**src/rtl/pipe_hazard_ctrl.sv**
```systemverilog
// Central stall/flush controller for the 5-stage 16-bit pipeline.
// Produces pipeline-register write enables and NOP-insert flushes, freezes
// the pipe across multi-cycle memory accesses (with timeout), and latches halt.
module pipe_hazard_ctrl #(
  parameter bit          FORWARDING  = 1'b1,
  parameter int unsigned MEM_TIMEOUT = 64
) (
  input  logic        Clk,
  input  logic        Rst,
  input  logic [2:0]  DecRs,
  input  logic [2:0]  DecRt,
  input  logic        DecUseRs,
  input  logic        DecUseRt,
  input  logic [2:0]  D2ERd,
  input  logic        D2ERegWrite,
  input  logic        D2EMemRead,
  input  logic [2:0]  E2MRd,
  input  logic        E2MRegWrite,
  input  logic        BranchTaken,
  input  logic        MemReq,
  input  logic        MemDone,
  input  logic        HaltIn,
  output logic        PCWrite,
  output logic        F2DWrite,
  output logic        F2DFlush,
  output logic        D2EWrite,
  output logic        D2EFlush,
  output logic        E2MWrite,
  output logic        M2WWrite,
  output logic        Halted,
  output logic        MemErr,
  output logic [15:0] StallCount
);

  typedef enum logic [1:0] {S_RUN, S_MEM_WAIT, S_HALT} state_e;

  localparam logic [7:0] TIMEOUT = 8'(MEM_TIMEOUT);

  state_e      state_q, state_d;
  logic [7:0]  wcnt_q, wcnt_d;
  logic        memerr_q, memerr_d;
  logic [15:0] stall_q;

  logic freeze, match_d2e, match_e2m, data_stall;

  // Source-operand compare against a destination; register 0 is not special.
  function automatic logic src_match(input logic [2:0] rd);
    return (DecUseRs && (DecRs == rd)) || (DecUseRt && (DecRt == rd));
  endfunction

  // Hazard detection: with forwarding only a load in execute forces a bubble.
  always_comb begin
    freeze    = MemReq && !MemDone;
    match_d2e = D2ERegWrite && src_match(D2ERd);
    match_e2m = E2MRegWrite && src_match(E2MRd);
    if (FORWARDING) data_stall = D2EMemRead && match_d2e;
    else            data_stall = match_d2e || match_e2m;
  end

  // Next state and enables; priority halt > freeze > branch > stall > normal.
  always_comb begin
    state_d  = state_q;
    wcnt_d   = wcnt_q;
    memerr_d = memerr_q;
    PCWrite  = 1'b0;
    F2DWrite = 1'b0;
    F2DFlush = 1'b0;
    D2EWrite = 1'b0;
    D2EFlush = 1'b0;
    E2MWrite = 1'b0;
    M2WWrite = 1'b0;
    if (Rst && state_q != S_HALT) begin
      if (freeze) begin
        if (state_q == S_RUN) begin
          state_d = S_MEM_WAIT;
          wcnt_d  = 8'd1;
        end else if (wcnt_q == TIMEOUT) begin
          state_d  = S_HALT;
          memerr_d = 1'b1;
        end else begin
          wcnt_d = wcnt_q + 8'd1;
        end
      end else begin
        // Access completed (or none pending): pipe moves this same cycle.
        state_d = (state_q == S_RUN && HaltIn) ? S_HALT : S_RUN;
        wcnt_d  = 8'd0;
        E2MWrite = 1'b1;
        M2WWrite = 1'b1;
        D2EWrite = 1'b1;
        if (BranchTaken) begin
          PCWrite  = 1'b1;
          F2DWrite = 1'b1;
          F2DFlush = 1'b1;
          D2EFlush = 1'b1;
        end else if (data_stall) begin
          D2EFlush = 1'b1;
        end else begin
          PCWrite  = 1'b1;
          F2DWrite = 1'b1;
        end
      end
    end
  end

  // State, wait counter and sticky error registers.
  always_ff @(posedge Clk or negedge Rst) begin
    if (!Rst) begin
      state_q  <= S_RUN;
      wcnt_q   <= 8'd0;
      memerr_q <= 1'b0;
    end else begin
      state_q  <= state_d;
      wcnt_q   <= wcnt_d;
      memerr_q <= memerr_d;
    end
  end

  // Saturating count of cycles where the PC was held outside of halt.
  always_ff @(posedge Clk or negedge Rst) begin
    if (!Rst)                                                   stall_q <= 16'd0;
    else if (state_q != S_HALT && !PCWrite && stall_q != 16'hFFFF) stall_q <= stall_q + 16'd1;
  end

  assign Halted     = (state_q == S_HALT);
  assign MemErr     = memerr_q;
  assign StallCount = stall_q;

endmodule
```
**config.mk**
```make
export PLATFORM = sky130hd
export DESIGN_NAME = pipe_hazard_ctrl
export DESIGN_NICKNAME = d
export VERILOG_FILES = /design/src/rtl/pipe_hazard_ctrl.sv
export SDC_FILE = /design/constraint.sdc
export NUM_CORES = 1
export LEC_CHECK = 0
export ABC_AREA = 1
export CORE_ASPECT_RATIO = 0.8
export CORE_MARGIN = 2
export CORE_UTILIZATION = 25
export DETAILED_ROUTE_END_ITERATION = 8
export GPL_TIMING_DRIVEN = 0
export PLACE_DENSITY = 0.57
export SYNTH_ARGS = -nofsm -noshare
export SYNTH_HDL_FRONTEND = slang
export SYNTH_SLANG_ARGS = --single-unit
```
**constraint.sdc**
```tcl
create_clock -name Clk -period 3.33 [get_ports Clk]
set_clock_uncertainty 0.2 [all_clocks]
set_input_delay 0.4995 -clock Clk [delete_from_list [all_inputs] [get_ports Clk]]
set_output_delay 0.4995 -clock Clk [all_outputs]
set_load 0.005 [all_outputs]
```
==> flow_summary.ini, run 1 <==
[sta]
timing.fmax_mhz = 319
finalSetupTns_ps = 0
finalSetupViolCount = 0
fin_crit_sh_pct = 94.1
rsz0062_at_grt = false
slew_violations = 0
min_period_ps = 3130
hold_viol_final = 0
tightest_slew_ps = 366
fin_hold_ws_ps = 300
maxSlewHeadroom_pct = 75.6

[hold_path]
hold_class = register to register

[worst_setup_path]
path_cells = clkdlybuf4s50_1, inv_1, or2_1, inv_2, nor2_4, nand2_2, buf_6, nand2_1, buf_4, clkdlybuf4s50_1
critPathMaxFanout = 19
crit_slowest_cell = clkdlybuf4s50_1
max_stage_delay_ps = 450
worst_setup_path_end_kind = output pin
worstPathRequired_ps = 2630
critPathKind = primary input to output pin
path_common_cell = clkdlybuf4s50_1
start_kind = primary input
crit_arrival_ps = 2430

[detailed_routing]
initialDrtViolationCount = 155
top_layer_used = met4
first_pass_iters = 4
wl_um = 4720
vias_per_cell = 4.26
met1_length_um = 2520
vias = 1799
final_antenna_net_count = 0
detail_route.wl_per_cell_um = 11.2
drcViolationCount = 0
wl_met2_um = 1890
route.met3.wl_um = 260

[synth]
async_flop_share_pct = 100
yosysWarningCount = 0
syn-num-nets = 295
syn-mean-instance-area_um2 = 7.08
synth_top_area_share_pct = 35.5
ys_ff_latch = 27
synth_most_common_cell = nand2_1
ys_seq_area_share_pct = 35.5
netlist_area_um2 = 1900
ys.flop_type = dfrtp_1
synth_area_leaders = dfrtp_1 (35%), nand2_1 (18%), nand4_1 (6.2%)
netlist_instances = 269
synth.distinct_cells = 29
synthTopCellsByCount = nand2_1 (91), inv_1 (30), dfrtp_1 (27)
synth_top_cell_by_area = dfrtp_1
synth_enable_flop_cells = 0

[cts]
clk_latency_ps = 270
clk_path_buf_depth = 2
cts.sinks = 27
cts_tree = built
cts_root_buf = clkbuf_8
cts_buffers = 3
clk_pin_slew_ps = 90
h-tree-depth = 1

[finish]
fin_cells = 422
diodes = 0
postLayoutCoreUtil_pct = 34.3
num-fill-cells = 797
layout.nets = 344
drive_gt1_share_pct = 8.20
area_growth_pct = 33.0
design_area_um2 = 2530

[run_status]
outcome = complete, no violations

[global_routing]
grt_max_degree = 28
grt.overflow.total = 0
grt_pass1_vias = 1777
track_usage_pct = 12.8
antenna_found_initial = 0
grt_pass1_wl_um = 8400

[floorplanning]
ios = 48
dieArea_um2 = 8340
num_rows = 28
start_util_pct = 25.8
core_um2 = 7390
die_w_um = 102
die_h_um = 82.1

[placed_design]
io_buffer_count = 43
dp_hpwl_um = 3680
place.gp.congestion = 0.885
placed_area_um2 = 2470
place_inst = 417

[power_and_ir_drop]
p_per_area_nw_per_um2 = 222
leakagePower_nw = 1.19
peakVddDrop_mv = 0.124

[job]
max_cap_violations = 0
[worst max-delay path, delay by kind of cell]
family / cells / cell delay (ps)
simple gates: 4 / 560
buf+inv: 6 / 1370
[sequential cells by signal (all words and copies together) (netlist names)]
| signal | flops |
|---|---|
| MemErr | 1 |
| StallCount | 16 |
| state_q | 2 |
| wcnt_q | 8 |
[cell families (layout without fill, tap and decap cells)]
family	after synthesis	in the layout	share of synthesized area [%]
XOR/XNOR	15	15	6.90
AND/OR/NAND/NOR	165	165	40.1
buffers and inverters	41	89	9.99
flip-flops	27	27	35.5
adder cells (fa/ha/maj)	3	3	1.97
AO/OA/AOI/OAI	18	18	5.58
[layout make-up]
class                      instances  area, um^2  area share (%)
inverter                          33         124            4.89
buffer                             6        53.8            2.12
tap                              105         131            5.19
multi-input combinational        201        1040            41.0
timing repair buffer              46         465            18.4
clock buffer                       4        45.0            1.78
sequential                        27         676            26.7
[cells in the final DEF (no fill, tap or decap), types with 3 or more instances in the layout]
cell type,count
buf_4,5
clkbuf_8,3
clkdlybuf4s50_1,42
dfrtp_1,27
ha_1,3
inv_1,30
inv_2,3
nand2_1,91
nand3_1,14
nand4_1,19
nor2_1,26
nor2_4,4
nor3_1,4
o21ai_0,11
o31ai_1,3
xnor2_1,9
xor2_1,6
[timing repair]
action,4_1_cts,5_1_grt
buffers inserted,1,0
gates resized for setup,6,0
endpoints found under the setup margin,7,2
pin swaps,0,0
hold buffers,2,0
gates cloned,0,0
endpoints found under the hold margin,27,0
[final timing paths]
kind	slack [ps]	endpoint	cells after the start	from
worst max-delay path	200	PCWrite	10	MemReq
worst min-delay path	300	MemErr	1	MemErr
worst max register to register	1330	StallCount[9]	10	StallCount[0]
worst min register to register	300	MemErr	1	MemErr
max in group asynchronous	2220	StallCount[6]	3	Rst
min in group asynchronous	550	state_q[0]	3	Rst
[power breakdown]
part	internal [mW]	leakage [nW]	total (mW)	switching, mW
combinational	0.0280	0.817	0.0503	0.0223
sequential	0.328	0.346	0.328	0
clock	0.0857	0.0228	0.185	0.0996
total	0.441	1.19	0.563	0.122
[stage by stage]
stage	setup WS [ps]	power (mW)
2_1_floorplan	1090	0.349
3_3_place_gp	-1060	0.381
3_5_place_dp	-1070	0.381
4_1_cts	40.0	0.575
5_1_grt	45.7	0.601
6_report	196	0.563
[layer usage]
layer / vias up / GRT usage (%)
met5: - / 0
met4: 0 / 4.05
met3: 4 / 2.13
met2: 37 / 18.7
met1: 799 / 19.0
li1: 959 / -
(Power assumes the default switching activity.)
==> run 2: changes to the inputs <==
- ABC_AREA: 1 -> unset
- PLACE_DENSITY: 0.57 -> 0.59
==> flow_summary.ini, run 2 <==
[run_status]
outcome = complete, no violations

[synth]
ys_ff_latch = 27
synthTopCellsByCount = dfrtp_1 (27), xnor2_1 (23), o21ai_0 (15)
syn-num-nets = 187
synth.distinct_cells = 39
ys.flop_type = dfrtp_1
ys_seq_area_share_pct = 43.3
yosysWarningCount = 0
syn-mean-instance-area_um2 = 9.69
synth_top_cell_by_area = dfrtp_1
synth_most_common_cell = dfrtp_1
netlist_instances = 161
synth_enable_flop_cells = 0
synth_area_leaders = dfrtp_1 (43%), xnor2_1 (13%), o21ai_0 (4.8%)
netlist_area_um2 = 1560
async_flop_share_pct = 100
synth_top_area_share_pct = 43.3

[cts]
h-tree-depth = 1
clk_latency_ps = 270
cts_tree = built
cts_root_buf = clkbuf_8
cts.sinks = 27
cts_setup_buffers = 0
clk_pin_slew_ps = 90
cts_buffers = 3
clk_path_buf_depth = 2

[detailed_routing]
final_antenna_net_count = 0
first_pass_iters = 4
vias_per_cell = 4.65
initialDrtViolationCount = 68
wl_um = 3820
vias = 1349
detail_route.wl_per_cell_um = 13.2
drcViolationCount = 0

[job]
max_cap_violations = 0

[placed_design]
io_buffer_count = 43
dp_hpwl_um = 2820
pre_cts_ws_ps = -1130
place.gp.congestion = 0.850

[global_routing]
track_usage_pct = 11.5
grt.overflow.total = 0
grt_max_degree = 28
grt_pass1_wl_um = 6370
antenna_found_initial = 0
grt_pass1_vias = 1322

[sta]
slew_violations = 0
min_period_ps = 3090
setup_ws_ps = 235
hold_viol_final = 0
tightest_slew_ps = 613
rsz0062_at_grt = false
timing.fmax_mhz = 323
finalSetupTns_ps = 0
fin_crit_sh_pct = 92.9
maxSlewHeadroom_pct = 58.7
finalSetupViolCount = 0

[power_and_ir_drop]
netSwitchingPower_mw = 0.189
p_int_mw = 0.516
pwr-share-clk_pct = 26.8
combPwrFrac_pct = 18.7
p_per_area_nw_per_um2 = 327
swShare_pct = 26.8
p_seq_share_pct = 54.5
leakagePower_nw = 0.849
peakVddDrop_mv = 0.217

[finish]
layout.nets = 236
largest_register_ffs = 16
layout_common_cells = clkdlybuf4s50_1 (42), dfrtp_1 (27), xnor2_1 (23), o21ai_0 (15), nand2_1 (12)
diodes = 0
postLayoutCoreUtil_pct = 36.1
layout_commonest_cell = clkdlybuf4s50_1
drive_gt1_share_pct = 9.57
area_growth_pct = 38.2

[worst_setup_path]
cp_top_family = buffers and inverters
crit_slowest_cell = clkdlybuf4s50_1
critPathKind = primary input to output pin
worstPathRequired_ps = 2630
path_common_cell = clkdlybuf4s50_1
start_kind = primary input
path_cells = clkdlybuf4s50_1, xnor2_1, nand4_1, nand2_1, nand3_1, o21a_1, buf_4, clkdlybuf4s50_1
r2r_setup_slack_ps = 850
ff2ff_path_depth = 6
max_stage_delay_ps = 510
worst-path-buf-inv = 3
critPathMaxFanout = 4
r2r-start = StallCount[0]
crit_arrival_ps = 2400
worst_setup_path_end_kind = output pin
r2r-end = StallCount[1]

[floorplanning]
die_h_um = 74.7
start_util_pct = 26.1
ios = 48
die_w_um = 92.3
core_um2 = 5970
dieArea_um2 = 6890
num_rows = 25

[hold_path]
hold_class = primary input to async pin
==> run 2: what timing repair did <==
action,4_1_cts,5_1_grt
hold buffers,1,0
hold endpoints to repair,27,0
setup endpoints to repair,8,0
resized for setup,6,0
==> run 2: power by group through the flow <==
stage	sequential [mW]	combinational (mW)	clock, mW
after global placement	0.392	0.128	0
after CTS	0.385	0.134	0.197
after floorplan	0.385	0.0502	0
after global routing	0.390	0.146	0.217
final	0.385	0.132	0.189
after detailed placement	0.391	0.130	0
==> run 2: worst register-to-register path, cell delays in order (launching register included) <==
cell and delay (ps):
dfrtp_1 450, ha_1 250, nand4_1 200, nor4_2 550
a211oi_2 200, nor2_2 190, mux2_2 340
==> run 2: cell type report <==
cell class	count	area, um^2
Sequential cell	27	676
Inverter	7	26.3
Clock buffer	3	41.3
Timing Repair Buffer	44	448
Multi-Input combinational cell	124	836
Clock inverter	1	5.00
Buffer	3	22.5
Fill cell	616	3820
Tap cell	81	101
==> run 2: kinds of logic after synthesis <==
logic type	synth area share, %
AND/OR/NAND/NOR	21.2
AO/OA/AOI/OAI	15.0
flip-flops	43.3
XOR/XNOR	12.9
buffers and inverters	3.13
multiplexers	2.08
adder cells (fa/ha/maj)	2.41
==> run 2: worst max-delay path by stage <==
| stage | start | to | slack [ps] | cells after the start |
|---|---|---|---|---|
| final | D2ERd[2] | PCWrite | 240 | 8 |
| after global routing | D2ERd[1] | PCWrite | 70 | 8 |
| after CTS | D2ERd[2] | PCWrite | 210 | 8 |
| after detailed placement | Rst | PCWrite | -1130 | 6 |
| after global placement | Rst | PCWrite | -1110 | 6 |
| after floorplan | StallCount[0] | StallCount[1] | 1180 | 6 |
==> run 2: per-layer routing <==
metal | track usage (%) | wire length [um]
met5 | 0 | 0
met4 | 3.48 | 27
met3 | 1.80 | 217
met2 | 17.8 | 1510
met1 | 16.9 | 2060
==> run 2: metrics by stage <==
stage	area [um^2]	hold slack (ps)	std cells	total power, mW
2_1_floorplan	1560	3.91	161	0.436
3_3_place_gp	2090	258	285	0.520
3_5_place_dp	2090	272	285	0.521
4_1_cts	2160	5.42	290	0.716
5_1_grt	2160	5.28	290	0.753
6_report	2160	1.33	290	0.706
